**src/rtl/riscv_muldiv_unit.sv**
```systemverilog
// rtl/riscv_muldiv_unit.sv - multi-cycle RV32M/RV64M multiply (and optional divide) unit
// Optional divider enabled by defining MULDIV_DIV_EN; otherwise funct3 1xx is flagged illegal.
module riscv_muldiv_unit #(
  parameter int XLEN           = 32,
  parameter int BITS_PER_CYCLE = 1
) (
  input  logic            clk,
  input  logic            rst_n,
  input  logic            in_valid,
  output logic            in_ready,
  input  logic [2:0]      funct3,
  input  logic [XLEN-1:0] rs1_data,
  input  logic [XLEN-1:0] rs2_data,
  input  logic [4:0]      rd_in,
  output logic            out_valid,
  input  logic            out_ready,
  output logic [XLEN-1:0] result,
  output logic [4:0]      rd_out,
  output logic            illegal,
  output logic            busy
);

  localparam int BPC = BITS_PER_CYCLE;
  localparam int CW  = $clog2(XLEN) + 1;
  localparam logic [CW-1:0] MUL_LAST = CW'(XLEN / BPC - 1);

  typedef enum logic [1:0] {IDLE, CALC, DONE} state_t;

  state_t          state;
  logic [2:0]      op;
  logic [4:0]      rd_q;
  logic [XLEN-1:0] mcand;
  logic [XLEN-1:0] hi;
  logic [XLEN-1:0] lo;
  logic [CW-1:0]   cnt;
  logic            neg;

  logic                  sa, sb, a_neg, b_neg, neg_in;
  logic [XLEN-1:0]       a_mag, b_mag;
  logic [XLEN+BPC-1:0]   partial, mul_sum;
  logic [2*XLEN-1:0]     prod;
  logic [XLEN-1:0]       mul_res, done_val;
  logic [CW-1:0]         calc_last;

  assign in_ready = (state == IDLE);
  assign busy     = (state != IDLE);

  // Sign handling at acceptance: operands become magnitudes, sign of the result kept in neg
  always_comb begin
    sa     = (funct3 == 3'b001) || (funct3 == 3'b010) || (funct3 == 3'b100) || (funct3 == 3'b110);
    sb     = (funct3 == 3'b001) || (funct3 == 3'b100) || (funct3 == 3'b110);
    a_neg  = sa && rs1_data[XLEN-1];
    b_neg  = sb && rs2_data[XLEN-1];
    a_mag  = a_neg ? -rs1_data : rs1_data;
    b_mag  = b_neg ? -rs2_data : rs2_data;
    neg_in = (funct3[2] && funct3[1]) ? a_neg : (a_neg ^ b_neg);
  end

  // Shift-add: multiplier sits in lo and is consumed from the bottom as product bits fill in
  always_comb begin
    partial = {{BPC{1'b0}}, mcand} * {{XLEN{1'b0}}, lo[BPC-1:0]};
    mul_sum = {{BPC{1'b0}}, hi} + partial;
    prod    = neg ? -{hi, lo} : {hi, lo};
    mul_res = (op[1:0] == 2'b00) ? prod[XLEN-1:0] : prod[2*XLEN-1:XLEN];
  end

`ifdef MULDIV_DIV_EN
  logic            div0;
  logic [XLEN:0]   rem_shift, trial;
  logic [XLEN-1:0] div_res;

  // Restoring divide: hi is the partial remainder, lo shifts dividend out and quotient in
  always_comb begin
    rem_shift = {hi, lo[XLEN-1]};
    trial     = rem_shift - {1'b0, mcand};
    if (op[1])
      div_res = neg ? -hi : hi;
    else if (div0)
      div_res = '1;
    else
      div_res = neg ? -lo : lo;
    done_val  = op[2] ? div_res : mul_res;
    calc_last = op[2] ? CW'(XLEN - 1) : MUL_LAST;
  end
`else
  always_comb begin
    done_val  = op[2] ? '0 : mul_res;
    calc_last = MUL_LAST;
  end
`endif

  always_ff @(posedge clk or negedge rst_n) begin
    if (!rst_n) begin
      state     <= IDLE;
      op        <= '0;
      rd_q      <= '0;
      mcand     <= '0;
      hi        <= '0;
      lo        <= '0;
      cnt       <= '0;
      neg       <= 1'b0;
      out_valid <= 1'b0;
      result    <= '0;
      rd_out    <= '0;
      illegal   <= 1'b0;
`ifdef MULDIV_DIV_EN
      div0      <= 1'b0;
`endif
    end else begin
      case (state)
        IDLE: begin
          if (in_valid) begin
            op    <= funct3;
            rd_q  <= rd_in;
            neg   <= neg_in;
            hi    <= '0;
            cnt   <= '0;
            state <= CALC;
`ifdef MULDIV_DIV_EN
            div0  <= (rs2_data == '0);
            if (funct3[2]) begin
              mcand <= b_mag;
              lo    <= a_mag;
            end else begin
              mcand <= a_mag;
              lo    <= b_mag;
            end
`else
            mcand <= a_mag;
            lo    <= b_mag;
            if (funct3[2]) state <= DONE;
`endif
          end
        end
        CALC: begin
`ifdef MULDIV_DIV_EN
          if (op[2]) begin
            if (!trial[XLEN]) begin
              hi <= trial[XLEN-1:0];
              lo <= {lo[XLEN-2:0], 1'b1};
            end else begin
              hi <= rem_shift[XLEN-1:0];
              lo <= {lo[XLEN-2:0], 1'b0};
            end
          end else begin
            hi <= mul_sum[XLEN+BPC-1:BPC];
            lo <= {mul_sum[BPC-1:0], lo[XLEN-1:BPC]};
          end
`else
          hi <= mul_sum[XLEN+BPC-1:BPC];
          lo <= {mul_sum[BPC-1:0], lo[XLEN-1:BPC]};
`endif
          if (cnt == calc_last) state <= DONE;
          else                  cnt   <= cnt + 1'b1;
        end
        DONE: begin
          if (!out_valid) begin
            out_valid <= 1'b1;
            result    <= done_val;
            rd_out    <= rd_q;
`ifdef MULDIV_DIV_EN
            illegal   <= 1'b0;
`else
            illegal   <= op[2];
`endif
          end else if (out_ready) begin
            out_valid <= 1'b0;
            state     <= IDLE;
          end
        end
        default: state <= IDLE;
      endcase
    end
  end

endmodule

```
**config.mk**
```make
export PLATFORM = sky130hd
export DESIGN_NAME = riscv_muldiv_unit
export DESIGN_NICKNAME = d
export VERILOG_FILES = /design/src/rtl/riscv_muldiv_unit.sv
export SDC_FILE = /design/constraint.sdc
export NUM_CORES = 1
export LEC_CHECK = 0
export BUFFER_PORTS_ARGS = -buffer_cell sky130_fd_sc_hd__buf_2
export CAP_MARGIN = 20
export CORE_UTILIZATION = 23
export DETAILED_ROUTE_END_ITERATION = 16
export GPL_ROUTABILITY_DRIVEN = 0
export HOLD_SLACK_MARGIN = 0.05
export SETUP_SLACK_MARGIN = 0.02
export SLEW_MARGIN = 10
export SYNTH_ARGS = -nofsm -noshare
export SYNTH_HDL_FRONTEND = slang
export SYNTH_SLANG_ARGS = --single-unit
```
**constraint.sdc**
```tcl
create_clock -name clk -period 4.75 [get_ports clk]
set_input_delay 0.2375 -clock clk [delete_from_list [all_inputs] [get_ports clk]]
set_output_delay 0.2375 -clock clk [all_outputs]
set_load 0.02 [all_outputs]
```
Word-level counts from Yosys, hierarchy flattened
Cells that the tools add are included.
- register bits: 152
- word-level logic and storage cells: 70
- add/sub/neg operators: 5
- multiply operators: 1
- equal/unequal tests: 12
- multiplexer cells: 21
- bitwise gates (word level): 2
- reduce and logical (&&, ||, !) cells: 17
- operators by type and width (cell ; count):
    $mux W32 ; 6
    $pmux W32 S2 ; 2
    $mux W64 ; 1
    $neg A32 Y32 ; 2
    $neg A64 Y64 ; 1
    $add A32 B33 Y33 ; 1
    $mul A32 B1 Y33 ; 1
    $mux W6 ; 2
    $pmux W6 S2 ; 1
    $mux W2 ; 5
    $ne A2 B2 Y1 const B ; 5
    $add A6 B1 Y6 const B ; 1
    $eq A3 B3 Y1 const B ; 2
    $eq A6 B5 Y1 const B ; 1
    $pmux W2 S3 ; 1
    $reduce_and A2 Y1 ; 3
    $logic_or A1 B1 Y1 ; 5
    $logic_not A2 Y1 ; 2
    $reduce_and A4 Y1 ; 1
    $reduce_bool A2 Y1 ; 2
    $eq A3 B1 Y1 const B ; 1
    $eq A3 B2 Y1 const B ; 1
    $logic_and A1 B1 Y1 ; 3
    $mux W1 ; 3
    other kinds (5) ; 5

Longest topological paths before layout
Gate-level depths: netlist of run 1.
- depth in word-level cells: 7
- mapped depth: 13

Worst setup path before layout of run 1
OpenSTA, ideal clock, no wires.
- kind: register to register
- start: reg lo[11]
- end: reg result[26]
- setup time: 138 ps
- arrival: 2910 ps
- slack: 1701 ps
- stages on the path, launching flop included: 10
- path buffers: 2
- clock period less this slack: 3049 ps
- cell sequence: dfrtp_1 or3_4 or4_4 buf_6 or4_1 buf_2 or4_4 o21ai_1 xor2_1 a31oi_1
- longest elaborated chain between the ends: 4
- RTL lines (what ; RTL line ; text):
    start, declared ; 34 ; logic [XLEN-1:0] lo;
    start signal, assigned ; 130 ; lo <= b_mag;
    start signal, assigned ; 151 ; lo <= {mul_sum[BPC-1:0], lo[XLEN-1:BPC]};
    $neg A64 Y64 ; 63 ; prod = neg ? -{hi, lo} : {hi, lo};
    $mux W64 ; 63 ;
    $mux W32 ; 64 ; mul_res = (op[1:0] == 2'b00) ? prod[XLEN-1:0] : prod[2*XLEN-1:XLEN];
    $mux W32 ; 87 ; done_val = op[2] ? '0 : mul_res;
    end signal, assigned ; 159 ; result <= done_val;
    end, declared ; 17 ; output logic [XLEN-1:0] result,
Every way passes these cells.
A chain may end at the register's enable or synchronous reset.

Worst setup path in the final report of run 1
- start: reg lo[0]
- end: reg hi[27]
- longest elaborated chain between the ends: 3
- RTL lines (what ; RTL line ; text):
    $mul A32 B1 Y33 ; 61 ; partial = {{BPC{1'b0}}, mcand} * {{XLEN{1'b0}}, lo[BPC-1:0]};
    $add A32 B33 Y33 ; 62 ; mul_sum = {{BPC{1'b0}}, hi} + partial;
    $pmux W32 S2 ; 110 ; case (state)
    end signal, assigned ; 150 ; hi <= mul_sum[XLEN+BPC-1:BPC];
    end, declared ; 33 ; logic [XLEN-1:0] hi;
Every way passes these cells.

==> results of run 1 <==
[cells by family after synthesis]
group	count (synthesis)	share of synthesized area, %
mux	7	0.648
compound gates	417	23.9
xor+xnor	133	10.8
buf+inv	101	3.60
flops	152	35.2
fa+ha+maj	37	4.35
simple gates	476	21.5
[where the power goes]
part / switching (mW) / internal [mW] / total [mW]
Combinational: 2.44 / 1.48 / 3.92
Sequential: 0.785 / 1.84 / 2.63
Clock: 0.561 / 0.841 / 1.40
Total: 3.79 / 4.16 / 7.95
[worst paths after layout]
check,startpoint,endpoint,cells past startpoint,slack [ns]
setup / recovery,lo[0],hi[27],9,0.86
hold / removal,funct3[1],op[1],3,0.09
setup reg to reg,lo[0],hi[27],9,0.86
hold reg to reg,rd_q[2],rd_out[2],2,0.47
max in group asynchronous,rst_n,op[2],3,3.24
min in group asynchronous,rst_n,mcand[13],2,0.45
[synth_stat cells (9+ instances only)]
master and instances:
clkbuf_1 65, nand2b_1 14, a21oi_1 77, a31oi_1 18
o21ai_0 146, nor2_1 74, or3_1 17, nor4_1 17
or4_1 16, xor2_1 63, nand3_1 30, nand4_1 9
nor3_1 34, dfrtp_1 152, o211ai_1 12, a22oi_1 36
o41ai_1 14, and2_1 37, a21o_1 15, o31ai_1 30
o22ai_1 18, inv_1 28, nand2_1 186, ha_1 36
xnor2_1 70
[routing by layer]
metal  track usage, %  wire length [µm]  vias up
li1                 -                 -     4967
met1             20.3             16400     4945
met2             23.0             16000      333
met3             2.49              1970       48
met4             5.30               892        0
met5                0                 0        -
[repair_timing]
item | 4_1_cts | 5_1_grt
buffers inserted | 0 | 0
endpoints found under the setup margin | 0 | 0
endpoints found under the hold margin | 85 | 0
hold buffers | 6 | 0
[worst max-delay path: cells and delay by family, from the launching register on]
family                   cells  cell delay [ns]
AO/OA/AOI/OAI                6             2.17
flip-flops                   1             0.96
AND/OR/NAND/NOR              2             0.33
adder cells (fa/ha/maj)      1             0.30
[cell usage in the layout (no fill, tap or decap), types with 34 or more instances in the layout]
cell,Yosys,routed
a22oi_1,36,36
and2_1,37,37
xor2_1,63,63
dfrtp_1,152,152
a21oi_1,77,77
buf_2,2,115
o21ai_0,146,145
nand2_1,186,186
nor2_1,74,73
ha_1,36,36
nor3_1,34,34
xnor2_1,70,70
[through the flow]
stage	instance area (µm²)	instances	setup WS, ns
6_report	12600	2021	0.858
4_1_cts	12600	2021	0.895
3_3_place_gp	12000	1983	0.986
3_5_place_dp	12000	1983	0.886
2_1_floorplan	10800	1323	1.70
5_1_grt	12600	2021	0.575
[final cells by class]
cell class / count / area [µm²] / share of cell area, %
well taps: 607 / 759 / 6.01
repair buffers: 132 / 722 / 5.72
clock buffers: 21 / 450 / 3.57
flip-flops and latches: 152 / 3800 / 30.1
inverters: 28 / 105 / 0.832
clock inverters: 11 / 149 / 1.18
multi-input cells: 1070 / 6640 / 52.6
[sequential cells by signal (all words and copies together), names as in the netlist, 2 cells and up]
| name | count |
|---|---|
| cnt | 6 |
| hi | 32 |
| lo | 32 |
| mcand | 32 |
| op | 3 |
| rd_out | 5 |
| rd_q | 5 |
| result | 32 |
| state | 2 |
==> metrics.txt, run 1 <==
status finished clean; sequential fraction of the synthesis area 35.2%; max cap viols 0; Worst VDD drop between 0.2 and 0.25 mV; number of synthesis warnings 0; ANT nets after route 0; total power ~8 mW; Syn-to-layout area delta 16.8%; core area ~0.046 mm²; DR pass1 iterations 5; hold crit path type in2reg; Final Util 27.2%; Crit Path Category reg2reg; Tmin final 3.89 ns; CP Capture Type register; antenna diode count 0; Primary FF master, synth dfrtp_1; syn_nets 1436; initial antenna violation count 0; CTS tree done; CTS resizes 0; clk slew on worst S/H paths roughly 0.060 ns; Crit path largest cell delay 0.96 ns; CTS sink count 152; clock buffer depth 2; DIE AREA ~0.048 mm²; Port Buffer Count 116; gr ovfl total 0; Worst Tran Pin Value 1.04 ns; clk_lat worst skew about 0.44 ns; ranking of synthesized cells by area dfrtp_1 (35%), o21ai_0 (6.8%), nand2_1 (6.5%), xnor2_1 (5.7%), xor2_1 (5.1%); pwr dens around 630 mW/mm²; setup_tns 0 ns; final setup vio count 0; Hold WS ~0.086 ns; Synth Cell Area approximately 0.011 mm²; Worst EP arrival between 4 and 5 ns; number of synthesized flops with an enable pin 0; Die Y approximately 220 µm; Initial Util roughly a quarter; area share of the largest cell type after synthesis 35.2%; Final Hold Viols 0; H-Tree Depth 4; slew margin rel. around 31%; 1st-iter DRT viols between 1000 and 1500; DP HPWL around 27000 µm; WL per Instance around 17 µm; fin crit share 81.9%; die width around 220 µm; Slew Viols, Final 0; share of layout cells above drive strength 1 between 10% and 20%; GRT Util Overall 14.7%; largest net degree at the start of global routing 83; leading area contributor after synthesis dfrtp_1; Top Ports approximately 120; LEAKAGE approximately 5.3 nW; Final nets 1514; startpoint types register; RSZ-0062 raised after global routing no; DRC viols 0; DR vias between 10000 and 15000; vias per inst a little over 5; Crit Path Max Fanout 36; Mapped Cells about 1300; worst-path cell chain and2_1, ha_1, a21oi_1, nor3b_1, o41ai_1, a31oi_1, a221oi_1, o21a_1, o211ai_1; Yosys reg bits roughly 150; WP data required 5.05 ns; row count between 70 and 80; CTS Buf Count 17; slowest cell on the critical path dfrtp_1; Peak Freq about 260 MHz; WL final approximately 35000 µm; Clock Root Buffer clkbuf_16; Fin Clk Skew ~0.012 ns; Distinct cells, synth 67; first-pass GRT wire length between 50000 and 60000 µm; ys async rst share between 90% and 100%; vias in the first global route just under 10000; # fillers around 5000; Syn Area/Cell between 8 and 9 µm²
Note: power is estimated with default switching activity, not from simulation.
==> run 2, diff against run 1 <==
ABC_AREA = 1   (was default)
clock period = 3.8 ns   (was 4.75 ns; I/O delays follow)
==> metrics.txt, run 2 <==
status finished clean; Slew Viols, Final 0 (unchanged); Top Ports 117 (unchanged); DIE AREA 0.0562 mm² (+17%); slowest cell on the critical path nor2_4; WP data required 4.19 ns (-0.86 ns); worst hold stages 3 (unchanged); Worst VDD drop 0.373 mV (+59%); Mapped Cells 2071 (+57%); RSZ-0062 raised after global routing no; setup_tns 0 ns (unchanged); first-pass GRT wire length 71900 µm (+30%); sequential fraction of the synthesis area 29.9% (-5.2 points); # Post-CTS Setup Buffers 0 (unchanged); LEAKAGE 7.48 nW (+41%); CTS resizes 0 (unchanged); CP Capture Type register; WL per Instance 15.7 µm (-10%); Tmin final 2.69 ns (-1.20 ns); Initial Util 23.4% (+0.15 points); ANT nets after route 0 (unchanged); gr ovfl total 0 (unchanged); worst r2r dst result[17]; clock buffer depth 2 (unchanged); DP HPWL 35800 µm (+33%); ys async rst share 100% (unchanged); CTS tree done; Crit Path Category reg2reg; die width 237 µm (+8.3%); Die Y 237 µm (+8.3%); most common cell after layout, fill and taps aside nand2_1; number of synthesis warnings 0 (unchanged); clk slew on worst S/H paths 0.07 ns (about the same); vias per inst 4.69 (-8.0%); worst-path cell chain inv_1, nand2_1, nor2_2, buf_4, inv_2, buf_4, nor2_4, inv_2, a31oi_1, nand2_1, nand2_1; number of synthesized flops with an enable pin 0 (unchanged); Yosys reg bits 152 (unchanged); Worst Tran Pin Value 0.891 ns (-0.145 ns); Hold Crit Start funct3[1]; Final Hold Viols 0 (unchanged); Final nets 2293 (+51%); ranking of synthesized cells by area dfrtp_1 (30%), nand2_1 (20%), nor2_1 (7.9%), nand3_1 (7.1%), o21ai_0 (6.7%); hold crit path type in2reg; worst slack at placement 1.17 ns (+0.281 ns); pwr dens 732 mW/mm² (+16%); Synth Cell Area 0.0127 mm² (+18%); syn_nets 2184 (+52%); setup ws final 1.11 ns (+0.253 ns); Distinct cells, synth 55 (-18%); clk_lat worst skew 0.46 ns (+0.02 ns); core area 0.0542 mm² (+17%); Worst EP arrival 3.08 ns (-1.11 ns); startpoint types register; dpl cells 2837 (+43%); row count 85 (+7.6%); top post-synthesis cells by count nand2_1 (681), nor2_1 (269), inv_1 (205), nand3_1 (181), o21ai_0 (169); Port Buffer Count 116 (unchanged); vias in the first global route 12900 (+33%); DRC viols 0 (unchanged); count leader, synth nand2_1; Post-CTS Hold Buffers 20 (+14); start of the worst register-to-register path state[0]; CP dominant cell by count nand2_1; largest net degree at the start of global routing 77 (-7.2%); cell count of the worst reg-to-reg path 11 (+2); final setup vio count 0 (unchanged); Clock Root Buffer clkbuf_16; Crit Path Max Fanout 38 (+5.6%); max cap viols 0 (unchanged); 1st-iter DRT viols 1185 (+11%); Syn-to-layout area delta 16.4%; area share of the largest cell type after synthesis 29.9% (-5.2 points); Primary FF master, synth dfrtp_1; CTS Buf Count 17 (unchanged); FF-to-FF setup slack 1.11 ns (+0.25 ns); CTS sink count 152 (unchanged); GRT Util Overall 16.3% (+1.6 points); fin crit share 70.7% (-11 points); DR pass1 iterations 5 (unchanged); Fin Clk Skew 0.0188 ns (+0.00673 ns); Syn Area/Cell 6.14 µm² (-25%); initial antenna violation count 1 (+1); non-filler cells, final 2890 (+43%); WL final 45300 µm (+29%); DR vias 13500 (+32%); Peak Freq 372 MHz (+45%); commonest cells after routing, fill and taps aside nand2_1 (680), nor2_1 (267), inv_1 (205); Endpoint, Worst Hold op[1]; slew margin rel. 40.5% (+9.8 points); share of layout cells above drive strength 1 10.6% (-1.9 points); leading area contributor after synthesis dfrtp_1; H-Tree Depth 4 (unchanged); Crit path largest cell delay 0.52 ns (-0.44 ns)
[run 2: changes by cell type in the layout (fill, tap and decap cells not counted), sizes merged, moves of 28 or more]
cell   change
nand3    +156
xor2      -28
and2      -35
o21ai     +53
o31ai     -30
nor2     +213
a22oi     -35
inv      +196
xnor2     -64
nand2    +507
[run 2: kinds of logic after synthesis]
kind of cell             share of synthesized area [%]
adder cells (fa/ha/maj)                           3.70
AO/OA/AOI/OAI                                     13.9
flip-flops                                        29.9
XOR/XNOR                                          2.83
buffers and inverters                             8.73
AND/OR/NAND/NOR                                   40.9
[run 2: final cells by class]
cell class	count	area, µm²
Inverter	220	831
Multi-Input combinational cell	1639	7810
Fill cell	6140	39500
Sequential cell	152	3800
Tap cell	696	871
Timing Repair Buffer	150	905
Clock buffer	17	425
Antenna cell	1	2.50
Clock inverter	15	141
[run 2: per-layer routing]
layer | GRT usage [%] | wire, µm
met2 | 25.9 | 20000
met4 | 5.88 | 1430
met3 | 2.38 | 2570
met5 | 0 | 0
met1 | 22.3 | 21300
[run 2: how the worst max path moves through the flow]
stage,start,end,slack (ns),cells after the start
2_1_floorplan,lo[0],hi[29],1.48,17
3_3_place_gp,state[0],result[15],1.16,11
3_5_place_dp,state[0],result[15],1.17,11
4_1_cts,state[0],result[15],1.16,11
5_1_grt,lo[0],hi[13],0.93,11
6_report,state[0],result[17],1.11,11
[run 2: power by group]
group	internal [mW]	switching, mW
combinational	1.85	4.27
sequential	2.29	0.734
clock	0.911	0.759
total	5.06	5.77
[run 2: critical path, delay by kind of cell (launching register included)]
kind            cells  cell delay (ns)
buf+inv             5             0.96
flops               1             0.38
simple gates        5             0.88
compound gates      1             0.38
[run 2: stage by stage]
stage               power, mW  instance area, µm²  util, %  hold WS [ns]
floorplan                7.11               12700        -        -0.106
global placement         9.04               14000     25.8         0.284
detailed placement       9.06               14000     25.8         0.285
CTS                      10.8               14800     27.3        0.0502
global route             11.8               14800     27.3        0.0938
finish                   10.8               14800     27.3        0.0702
